`src/rtl/tt_um_emern_update_sched.sv`:
```
// rtl/tt_um_emern_update_sched.sv - vblank-gated command FIFO that commits polygon/bg updates in bursts
module tt_um_emern_update_sched #(
  parameter int DEPTH         = 4,
  parameter int MAX_PER_BURST = 4
) (
  input  logic        clk,
  input  logic        rst,
  input  logic        cmd_valid,
  output logic        cmd_ready,
  input  logic [7:0]  cmd_op,
  input  logic [44:0] cmd_payload,
  input  logic        vblank,
  output logic        wr_en,
  output logic [1:0]  wr_sel,
  output logic        wr_clear,
  output logic [44:0] wr_data,
  output logic        burst_done,
  output logic        err_drop
);

  localparam int PW = $clog2(DEPTH);
  localparam int CW = PW + 1;
  localparam logic [CW-1:0] DEPTH_C = CW'(DEPTH);
  localparam logic [3:0]    MAX_C   = 4'(MAX_PER_BURST);

  typedef enum logic [1:0] {S_IDLE, S_ARMED, S_BURST} state_t;

  // Entries are stored already decoded: {sel[1:0], clear, data[44:0]}
  logic [47:0]   r_mem [DEPTH];
  logic [PW-1:0] r_wr_ptr;
  logic [PW-1:0] r_rd_ptr;
  logic [CW-1:0] r_count;
  logic [3:0]    r_budget;
  logic          r_vb_q;
  logic          r_err;
  state_t        r_state;
  logic          r_wr_en;
  logic [1:0]    r_wr_sel;
  logic          r_wr_clear;
  logic [44:0]   r_wr_data;
  logic          r_burst_done;

  state_t        w_state_next;
  logic          w_op_valid;
  logic [47:0]   w_dec;
  logic [47:0]   w_head;
  logic          w_accept;
  logic          w_push;
  logic          w_pop;
  logic          w_exit;
  logic          w_rise;
  logic [CW-1:0] w_count_next;

  // Ready depends only on occupancy so upstream never sees a pop-dependent path
  assign cmd_ready = (r_count < DEPTH_C);
  assign w_accept  = cmd_valid & cmd_ready;
  assign w_push    = w_accept & w_op_valid;
  assign w_rise    = vblank & ~r_vb_q;
  assign w_head    = r_mem[r_rd_ptr];

  assign wr_en      = r_wr_en;
  assign wr_sel     = r_wr_sel;
  assign wr_clear   = r_wr_clear;
  assign wr_data    = r_wr_data;
  assign burst_done = r_burst_done;
  assign err_drop   = r_err;

  // Opcode decode into the register-bank write that the command will become
  always_comb begin
    w_op_valid = 1'b0;
    w_dec      = '0;
    case (cmd_op)
      8'h80:   begin w_op_valid = 1'b1; w_dec = {2'd0, 1'b0, cmd_payload}; end
      8'h81:   begin w_op_valid = 1'b1; w_dec = {2'd1, 1'b0, cmd_payload}; end
      8'h82:   begin w_op_valid = 1'b1; w_dec = {2'd2, 1'b0, cmd_payload}; end
      8'h40:   begin w_op_valid = 1'b1; w_dec = {2'd0, 1'b1, 45'd0}; end
      8'h41:   begin w_op_valid = 1'b1; w_dec = {2'd1, 1'b1, 45'd0}; end
      8'h42:   begin w_op_valid = 1'b1; w_dec = {2'd2, 1'b1, 45'd0}; end
      8'h01:   begin w_op_valid = 1'b1; w_dec = {2'd3, 1'b0, 39'd0, cmd_payload[5:0]}; end
      default: begin w_op_valid = 1'b0; w_dec = '0; end
    endcase
  end

  // FSM outputs: pop while the burst may continue, otherwise leave the burst
  always_comb begin
    w_pop  = 1'b0;
    w_exit = 1'b0;
    if (r_state == S_BURST) begin
      if (vblank && (r_count != '0) && (r_budget < MAX_C)) w_pop = 1'b1;
      else                                                 w_exit = 1'b1;
    end
  end

  // Occupancy after this edge; push and pop together leave it unchanged
  always_comb begin
    w_count_next = r_count;
    case ({w_push, w_pop})
      2'b10:   w_count_next = r_count + CW'(1);
      2'b01:   w_count_next = r_count - CW'(1);
      default: w_count_next = r_count;
    endcase
  end

  // Next-state: a rise only starts a burst if there is something to commit
  always_comb begin
    w_state_next = r_state;
    case (r_state)
      S_IDLE: begin
        if (w_rise && ((r_count != '0) || w_push)) w_state_next = S_BURST;
        else if (w_count_next != '0)               w_state_next = S_ARMED;
      end
      S_ARMED: begin
        if (w_rise) w_state_next = S_BURST;
      end
      S_BURST: begin
        if (w_exit) w_state_next = (w_count_next != '0) ? S_ARMED : S_IDLE;
      end
      default: w_state_next = S_IDLE;
    endcase
  end

  // State register
  always_ff @(posedge clk or posedge rst) begin
    if (rst) r_state <= S_IDLE;
    else     r_state <= w_state_next;
  end

  // FIFO pointers and occupancy; pointers wrap naturally at power-of-2 depth
  always_ff @(posedge clk or posedge rst) begin
    if (rst) begin
      r_wr_ptr <= '0;
      r_rd_ptr <= '0;
      r_count  <= '0;
    end else begin
      if (w_push) r_wr_ptr <= r_wr_ptr + PW'(1);
      if (w_pop)  r_rd_ptr <= r_rd_ptr + PW'(1);
      r_count <= w_count_next;
    end
  end

  // FIFO storage needs no reset; occupancy guards every read
  always_ff @(posedge clk) begin
    if (w_push) r_mem[r_wr_ptr] <= w_dec;
  end

  // Burst budget, vblank edge history and the sticky drop flag
  always_ff @(posedge clk or posedge rst) begin
    if (rst) begin
      r_budget <= '0;
      r_vb_q   <= 1'b0;
      r_err    <= 1'b0;
    end else begin
      r_vb_q <= vblank;
      if (w_accept && !w_op_valid) r_err <= 1'b1;
      if (w_exit)     r_budget <= '0;
      else if (w_pop) r_budget <= r_budget + 4'd1;
    end
  end

  // Registered write strobe; fields are zero whenever nothing commits
  always_ff @(posedge clk or posedge rst) begin
    if (rst) begin
      r_wr_en      <= 1'b0;
      r_wr_sel     <= '0;
      r_wr_clear   <= 1'b0;
      r_wr_data    <= '0;
      r_burst_done <= 1'b0;
    end else begin
      r_wr_en      <= w_pop;
      r_burst_done <= w_exit;
      if (w_pop) begin
        r_wr_sel   <= w_head[47:46];
        r_wr_clear <= w_head[45];
        r_wr_data  <= w_head[44:0];
      end else begin
        r_wr_sel   <= '0;
        r_wr_clear <= 1'b0;
        r_wr_data  <= '0;
      end
    end
  end

endmodule

```
`config.mk`:
```
export PLATFORM = sky130hd
export DESIGN_NAME = tt_um_emern_update_sched
export DESIGN_NICKNAME = d
export VERILOG_FILES = /design/src/rtl/tt_um_emern_update_sched.sv
export SDC_FILE = /design/constraint.sdc
export NUM_CORES = 1
export LEC_CHECK = 0
export ABC_AREA = 1
export BUFFER_PORTS_ARGS = -buffer_cell sky130_fd_sc_hd__buf_2
export CAP_MARGIN = 25
export CORE_MARGIN = 5
export CORE_UTILIZATION = 55
export CTS_BUF_LIST = sky130_fd_sc_hd__clkbuf_4 sky130_fd_sc_hd__clkbuf_8
export DETAILED_ROUTE_END_ITERATION = 8
export PLACE_DENSITY = 0.76
export SLEW_MARGIN = 0
export SYNTH_ARGS = -nofsm -noshare
export SYNTH_HDL_FRONTEND = slang
export SYNTH_SLANG_ARGS = --single-unit
```
`constraint.sdc`:
```
create_clock -name clk -period 3.9 [get_ports clk]
set_input_delay 0.585 -clock clk [delete_from_list [all_inputs] [get_ports clk]]
set_output_delay 0.585 -clock clk [all_outputs]
set_load 0.02 [all_outputs]
```
; ---- Word-level counts from Yosys, hierarchy flattened
; Memories as Yosys holds them, arrays and structs flattened.
; Index checks and enable logic that the tools add are counted.
[totals]
regBits = 65
ram_bits = 192
input_bits = 57
mem_count = 1
[memory_table]
columns = name, depth, word_bits, read_ports, rd_clocked_by_memory_dff, wr, line_no
row1 = r_mem, 4, 48, 1, 0, 1, 29  ; logic [47:0] r_mem [DEPTH];
[classes]
n_addsub = 5
order_cmp = 2
n_eq_ne = 14
n_mux = 20
n_bitwise = 4
n_reduce_logical = 12
[op_table]
columns = operator, n
row1 = one-hot mux 48 bit (7 select lines), 1
row2 = two-way mux 45 bit, 1
row3 = "== test 8 x 7 -> 1 bit, second input constant", 3
row4 = "== test 8 bit, second input constant", 3
row5 = two-way mux 2 bit, 5
row6 = two-way mux 1 bit, 9
row7 = "== test 8 x 1 -> 1 bit, second input constant", 1
row8 = two-way mux 4 bit, 2
row9 = OR reduction 7 bit, 1
row10 = one-hot mux 2 bit (3 select lines), 1
row11 = one-hot mux 3 bit (2 select lines), 1
row12 = nonzero test 3 bit, 2
row13 = "adder 2 x 1 -> 2 bit, second input constant", 2
row14 = "adder 4 x 1 -> 4 bit, second input constant", 1
row15 = "== test 2 x 1 -> 1 bit, second input constant", 2
row16 = "== test 2 bit, second input constant", 2
row17 = logical AND 1 bit, 4
row18 = "< comparator 4 x 3 -> 1 bit, second input constant", 1
row19 = "!= test 2 bit, second input constant", 2
row20 = "adder 3 x 1 -> 3 bit, second input constant", 1
row21 = bitwise AND 1 bit, 3
row22 = "< comparator 3 bit, second input constant", 1
row23 = "!= test 3 bit, second input constant", 1
row24 = AND reduction 3 bit, 1
row25 = other kinds (6), 6

; ---- Longest topological paths before layout
; Gate-level depths: netlist of run 1.
[depth]
depth_word = 11
depth_mapped = 16
mapped_depth_nobuf = 16

; ---- Least setup slack after synthesis of run 1
; OpenSTA, ideal clock, no wires.
[synth_path]
path_type = input to register
from = input port cmd_op[7]
to = memory r_mem[0][0], enable pin
arrival_time_ps = 3096
required_time_ps = 3446
setup_slack_ps = 350
stages = 7
n_path_buf = 0
cell_sequence = inv_1 nand2_1 nor2_2 nand2_1 nand3_2 nand2_4 nor2_1
[synth_via]
elab_chain_len = 6
[synth_lines]
columns = element, line_no
row1 = from (decl), 10  ; input logic [7:0] cmd_op,
row2 = "== test 8 x 1 -> 1 bit, or another cell as far along", 72  ; case (cmd_op)
row3 = OR reduction 7 bit (no source line) *, -
row4 = two-way mux 1 bit *, 72
row5 = bitwise AND 1 bit *, 57  ; assign w_push = w_accept & w_op_valid;
row6 = two-way mux 1 bit *, 143  ; if (w_push) r_mem[r_wr_ptr] <= w_dec;
row7 = two-way mux 1 bit (implied by the code) *, 143
row8 = to (decl), 29
; Every way passes the cells marked *; elsewhere a longest branch is shown, timed or not.

; ---- Final worst setup path of run 1
[layout_path]
from = register r_count[0]
to = register r_state[0]
[layout_via]
elab_chain_len = 11
[layout_lines]
columns = element, line_no
row1 = from (decl), 32  ; logic [CW-1:0] r_count;
row2 = from (signal assigned), 137  ; r_count <= w_count_next;
row3 = nonzero test 3 bit *, 89  ; if (vblank && (r_count != '0) && (r_budget < MAX_C)) w_pop = 1'b1;
row4 = logical AND 1 bit * (2 in series), 89
row5 = two-way mux 1 bit *, 89
row6 = two-way mux 1 bit *, 88  ; if (r_state == S_BURST) begin
row7 = net w_pop, 49  ; logic w_pop;
row8 = == test 2 x 1 -> 1 bit / == test 2 bit (equally long branches), 97  ; case ({w_push, w_pop})
row9 = one-hot mux 3 bit (2 select lines) *, 97
row10 = net w_count_next[1], 52  ; logic [CW-1:0] w_count_next;
row11 = nonzero test 3 bit *, "110, 116"
row12 = two-way mux 1 bit, 116  ; if (w_exit) w_state_next = (w_count_next != '0) ? S_ARMED : S_IDLE;
row13 = two-way mux 2 bit, 116
row14 = one-hot mux 2 bit (3 select lines), 107  ; case (r_state)
row15 = to (signal assigned), 125  ; else r_state <= w_state_next;
row16 = to (decl), 36  ; state_t r_state;
; The timed path passes the listed nets; every way through them passes the cells marked *. The select of a mux whose other input is x is not followed.
; A chain may end at the register's enable or synchronous reset.

==> results of run 1 <==
-- logic make-up (layout without fill, tap and decap cells) --
family                     after synthesis  in the layout  synth area share, %
buffers and inverters                  118            268                 4.91
xor gates and xnor gates                 6              6                0.528
adders and majority gates                7              7                0.956
and+or+nand+nor                        285            285                 11.2
DFF                                    257            257                 74.3
AOI/OAI and AO/OA                      156            156                 8.03
other                                    0              1                    0
-- cell usage after synthesis, drive strengths merged --
cell	instances
dfrtp	65
buf	24
clkinv	1
a22o	1
clkbuf	17
nor2	255
and3	1
xor2	5
a2111oi	1
fa	1
o41ai	1
nand3	3
a21oi	51
or2	1
nor3	1
a31o	1
xnor2	1
ha	6
o21ai	100
inv	76
edfxtp	192
o211ai	1
nand2	24
-- routing by layer --
layer / global-route usage [%] / vias up
met5: 0 / -
met4: 6.04 / 0
met2: 33.6 / 174
li1: - / 3017
met1: 26.1 / 2998
met3: 3.80 / 43
-- sequential cells by signal, summed over array words and instances, names as in the netlist --
signal,cells
burst_done,1
err_drop,1
r_budget,4
r_count,3
r_mem,192
r_rd_ptr,2
r_state,2
r_vb_q,1
r_wr_ptr,2
wr_clear,1
wr_data,45
wr_en,1
wr_sel,2
-- cell type report --
class                      count  area, sq um  share of cell area (%)
antenna                        1         2.50                  0.0216
inverter                      77          290                    2.51
tap                          229          287                    2.48
sequential                   257         7400                    64.0
clock buffer                  58          704                    6.09
multi-input combinational    454         2090                    18.1
timing repair buffer         119          669                    5.79
clock inverter                14          118                    1.02
-- placed cells by master, fill, tap and decap left out, types with 2 or more instances in the layout --
cell,n
nor2_1,248
edfxtp_1,192
buf_2,108
inv_1,66
dfrtp_1,63
o21ai_0,58
a21oi_1,51
clkbuf_8,43
o21ai_1,42
nand2_1,20
clkbuf_4,15
inv_2,9
clkinv_1,8
ha_1,6
buf_4,6
xor2_1,5
nor2_4,4
clkinv_2,4
buf_12,4
nand2_2,3
nor2_2,3
nand3_2,2
bufinv_16,2
-- metrics by stage --
stage               std cells  setup slack, ns  utilization, %
global placement         1135             1.19            60.0
detailed placement       1136             1.12            60.0
finish                   1209             1.50            64.6
floorplan                 829            0.350               -
global route             1209             1.36            64.6
CTS                      1208             1.50            64.6
-- critical path: stages, from the launching register on --
cell and delay (ns):
dfrtp_1 0.36, clkinv_1 0.12, nand3_1 0.19, nand3_2 0.11, inv_1 0.12, ha_1 0.17
inv_2 0.05, fa_1 0.47, o21ai_0 0.11, or2_0 0.24, o21ai_0 0.20, inv_2 0.04
nand2_1 0.06, nand2_1 0.04
-- path summary, 6_finish.rpt --
path                                      endpoint  cells after the start            startpoint  slack, ns
setup / recovery            r_state[0]$_DFFE_PP0P_                     13  r_count[0]$_DFF_PP0_       1.50
hold / removal             r_rd_ptr[0]$_DFFE_PP0P_                      2                   rst       0.18
setup reg to reg            r_state[0]$_DFFE_PP0P_                     13  r_count[0]$_DFF_PP0_       1.50
hold reg to reg               err_drop$_DFFE_PP0P_                      1  err_drop$_DFFE_PP0P_       0.47
max in group asynchronous    wr_data[28]$_DFF_PP0_                      3                   rst       2.94
min in group clk                  r_vb_q$_DFF_PP0_                      1                vblank       0.20
-- report_power, final --
part | switching, mW | internal, mW
Sequential | 0.0730 | 3.10
Combinational | 1.33 | 0.593
Clock | 0.987 | 1.30
Total | 2.39 | 4.99
==> results.json, run 1 <==
{
  "status": "finished, final reports clean",
  "place_congestion": 0.818,
  "root_buffer": "clkbuf_8",
  "synth_area_leaders": "edfxtp_1 (58%), dfrtp_1 (16%), nor2_1 (9.5%)",
  "grt_max_degree": 97,
  "max_freq_mhz": 416,
  "place_area_sq_um": 10700,
  "synthDominantCellAreaShare_pct": 58.0,
  "whs_ns": 0.177,
  "crit_type": "flop to flop",
  "p_leak_nw": 5.07,
  "htree_levels": 2,
  "initial_core_util_pct": 55.5,
  "clkLatencyLatePin_ns": 0.53,
  "ctsResizeCount": 0,
  "syn_avg_cell_area_sq_um": 12.0,
  "tightest_slew_ns": 1.02,
  "route.top_layer_used": "met4",
  "area_growth_pct": 16.3,
  "drcViolationCount": 0,
  "wl_met3_mm": 1.11,
  "grt_pass1_wl_mm": 32.1,
  "fin_nets": 1012,
  "synth_area_leader_cell": "edfxtp_1",
  "grt-ovfl-total": 0,
  "cp.required_ns": 4.30,
  "ant_nets": 0,
  "clkTransAtPathRegs_ns": 0.06,
  "syn_area_sq_um": 9940,
  "cts.sinks": 257,
  "final-setup-viol-count": 0,
  "dp_hpwl_mm": 11.4,
  "vias_per_cell": 5.15,
  "hold_violations": 0,
  "synth_seq_area_share_pct": 74.3,
  "cts_buffers": 39,
  "arrival_ns": 2.80,
  "vdd_drop_max_v": 0.000343,
  "syn_nets": 893,
  "power.density_nw_per_um2": 638,
  "num_vias": 6232,
  "rsz0062_at_grt": "no",
  "fp.dieArea_sq_um": 20900,
  "nFillCells": 1361,
  "cp-start-kind": "flop",
  "cts_tree": "built",
  "hold_buffers": 0,
  "io_pins": 109,
  "maxSlewViolCount": 0,
  "fin_area_sq_um": 11600,
  "routed_wl_mm": 20.1,
  "ys.warnings.count": 0,
  "post_cts_buffers": 0,
  "met1_length_mm": 8.35,
  "hp-class": "input port to async pin",
  "rows": 49,
  "drv_cap": 0,
  "fin_crit_sh_pct": 61.7,
  "fin_skew_ns": 0.0148,
  "wl_met2_mm": 10.3,
  "die_w_microns": 144,
  "io_buffers": 108,
  "antenna_found_initial": 1,
  "synth_cell_types": 30,
  "track_usage_pct": 19.8,
  "tns_ns": 0,
  "crit_path_max_fanout": 3,
  "syn_inst": 829,
  "period_needed_ns": 2.40,
  "power_mw": 7.38,
  "clock_path_buffers": 3,
  "ys_seq_elements": 257,
  "fp.dieH_microns": 144,
  "drive_gt1_share_pct": 21.5,
  "slew_headroom_pct": 32.0,
  "drt-wirelength-per-cell_microns": 16.7,
  "endpoint_kind": "flop",
  "grt_pass1_vias": 6327,
  "core-area_sq_um": 17900,
  "first_pass_iters": 4,
  "drt_iter0_drc": 479
}
No activity file was read; power rests on OpenSTA's default activity.
==> inputs of run 2 (changes only) <==
ABC_AREA = 0   (was 1)
CORE_UTILIZATION = 54   (was 55)
PLACE_DENSITY = 0.77   (was 0.76)
clock period = 2.1 ns   (was 3.9 ns; I/O delays follow)
==> run 2 against run 1 <==
  * The flow now finishes with violations (setup timing)
  * Synthesized cell count decreased by 41%
  * Core utilization increased by 1.4 points
  * Wire length decreased by 9.0%
  * Largest power group unchanged
==> results.json, run 2 <==
{
  "final_cell_mix": "edfxtp_1 (192), buf_2 (108), and2_1 (94)",
  "vdd_drop_max_v": 0.000731,
  "final-setup-viol-count": 3,
  "critical_path.reg2reg.startpoint": "r_budget[2]$_DFFE_PP0P_",
  "root_buffer": "clkbuf_8",
  "cts_buffers": 40,
  "routed_wl_mm": 18.3,
  "largest_reg_flops": 192,
  "io_buffers": 108,
  "vias_per_cell": 5.29,
  "fin_crit_sh_pct": 123,
  "power.density_nw_per_um2": 1030,
  "finalNonFillerCells": 918,
  "ff2ff_path_depth": 9,
  "drv_cap": 0,
  "crit_path_max_fanout": 2,
  "yosysMostFrequentCell": "edfxtp_1",
  "hp-class": "input port to flop",
  "fin_nets": 724,
  "drt-wirelength-per-cell_microns": 20.0,
  "slew_headroom_pct": 65.1,
  "placed_cells": 844,
  "tns_ns": -0.677,
  "ys.warnings.count": 0,
  "max_freq_mhz": 388,
  "core-area_sq_um": 17800,
  "synth_area_leaders": "edfxtp_1 (60%), dfrtp_1 (17%), mux4_2 (11%)",
  "drive_gt1_share_pct": 40.6,
  "r2r_end": "r_state[0]$_DFFE_PP0P_",
  "cp.required_ns": 2.48,
  "ys_seq_elements": 257,
  "status": "finished with violations",
  "cts_tree": "built",
  "place_congestion": 0.829,
  "rsz0062_at_grt": "yes",
  "ys_top_cells_by_count": "edfxtp_1 (192), and2_1 (98), dfrtp_1 (65), mux4_2 (48), inv_1 (12)",
  "crit_type": "flop to flop",
  "syn_area_sq_um": 9680,
  "grt_pass1_wl_mm": 29.0,
  "fp.dieArea_sq_um": 20700,
  "num_vias": 4852,
  "first_pass_iters": 4,
  "nFillCells": 1204,
  "top_register": "r_mem",
  "worstHoldEndpoint": "r_mem[3][2]$_DFFE_PP_",
  "synth_area_leader_cell": "edfxtp_1",
  "hold_start": "cmd_payload[2]",
  "cp-start-kind": "flop",
  "rows": 49,
  "track_usage_pct": 18.5,
  "syn_inst": 493,
  "drt_iter0_drc": 307,
  "drcViolationCount": 0,
  "syn_nets": 557,
  "tightest_slew_ns": 0.524,
  "diodes": 0,
  "synthDominantCellAreaShare_pct": 59.6,
  "grt_pass1_vias": 5472,
  "arrival_ns": 2.96,
  "dp_hpwl_mm": 11.1,
  "hold_violations": 0,
  "maxSlewViolCount": 0,
  "endpoint_kind": "flop",
  "io_pins": 109,
  "fp.dieH_microns": 144,
  "htree_levels": 2,
  "grt_max_degree": 53,
  "grt-ovfl-total": 0,
  "final_common_cell": "edfxtp_1",
  "synth_edf_count": 192,
  "die_w_microns": 144,
  "synth_flop_cell": "edfxtp_1",
  "synthArstFlopShare_pct": 25.3,
  "clock_path_buffers": 3,
  "antenna_found_initial": 0,
  "r2r_slack_ns": -0.48,
  "synth_cell_types": 39,
  "syn_avg_cell_area_sq_um": 19.6,
  "p_leak_nw": 4.53,
  "worstHoldPathCells": 2,
  "period_needed_ns": 2.58,
  "postLayoutSetupSlackWorst_ns": -0.476,
  "area_growth_pct": 21.2,
  "clkLatencyLatePin_ns": 0.52,
  "fin_skew_ns": 0.0230,
  "whs_ns": 0.152,
  "violations": "setup timing",
  "synth_seq_area_share_pct": 76.4,
  "ant_nets": 0,
  "clkTransAtPathRegs_ns": 0.06,
  "cts.sinks": 257,
  "initial_core_util_pct": 54.4
}
## run 2: changes by cell type after synthesis, moves of 9 or more
cell,delta
a21oi_1,-50
and2_1,+98
clkbuf_1,-11
inv_1,-55
inv_2,-9
mux4_2,+48
nand2_1,-14
nor2_1,-248
o21ai_0,-54
o21ai_1,-42
## run 2: stage by stage
stage / power, mW / area, sq um / setup slack, ns / util, %
final: 12.1 / 11700 / -0.476 / 66.0
after global routing: 12.6 / 11700 / -0.523 / 66.0
after CTS: 12.2 / 11700 / -0.481 / 66.0
after detailed placement: 8.05 / 10900 / -0.458 / 61.3
after global placement: 7.98 / 10900 / -0.379 / 61.3
after floorplan: 7.34 / 9720 / -0.457 / -
## run 2: worst max-delay path by stage
stage / to / from / cells past startpoint
2_1_floorplan: r_state[0]$_DFFE_PP0P_ / r_budget[2]$_DFFE_PP0P_ / 10
3_3_place_gp: r_state[0]$_DFFE_PP0P_ / vblank / 10
3_5_place_dp: r_state[0]$_DFFE_PP0P_ / vblank / 10
4_1_cts: r_state[0]$_DFFE_PP0P_ / r_budget[2]$_DFFE_PP0P_ / 9
5_1_grt: r_state[0]$_DFFE_PP0P_ / r_budget[2]$_DFFE_PP0P_ / 9
6_report: r_state[0]$_DFFE_PP0P_ / r_budget[2]$_DFFE_PP0P_ / 9
## run 2: layout make-up
type | count | area, sq um | share of cell area, %
clock buffers | 68 | 805 | 6.85
well taps | 229 | 287 | 2.44
flip-flops and latches | 257 | 7400 | 63.0
multi-input cells | 202 | 2160 | 18.4
clock inverters | 3 | 12.5 | 0.107
repair buffers | 147 | 1030 | 8.74
inverters | 12 | 48.8 | 0.416
## run 2: cell families (layout without fill, tap and decap cells)
logic type	after synthesis	count (layout)	share of synthesized area, %
flops	257	257	76.4
simple gates	125	125	8.01
mux	50	50	11.4
buf+inv	34	230	1.63
compound gates	13	13	0.995
fa+ha+maj	7	7	0.982
xor+xnor	7	7	0.633
## run 2: critical path, stage by stage (launching register included)
cell,delay (ns)
dfrtp_1,0.39
or3b_4,0.41
or3_4,0.36
inv_4,0.07
ha_4,0.13
inv_2,0.03
fa_1,0.47
mux2i_1,0.08
or3_1,0.35
a2bb2oi_1,0.14
## run 2: timing repair
action	in CTS	in global routing
hold buffers	2	0
endpoints found under the hold margin	27	0
setup buffers	1	0
resized for setup	0	0
setup endpoints to repair	4	11
## run 2: where the power goes
part           internal, mW  total [mW]  switching, mW
Combinational          1.26        2.17          0.913
Sequential             5.58        5.74          0.165
Clock                  2.39        4.15           1.76
## run 2: metal layers
metal,wire length [microns],track usage [%]
met5,0,0
met2,9480,31.0
met4,390,6.39
met3,896,4.49
met1,7560,23.9
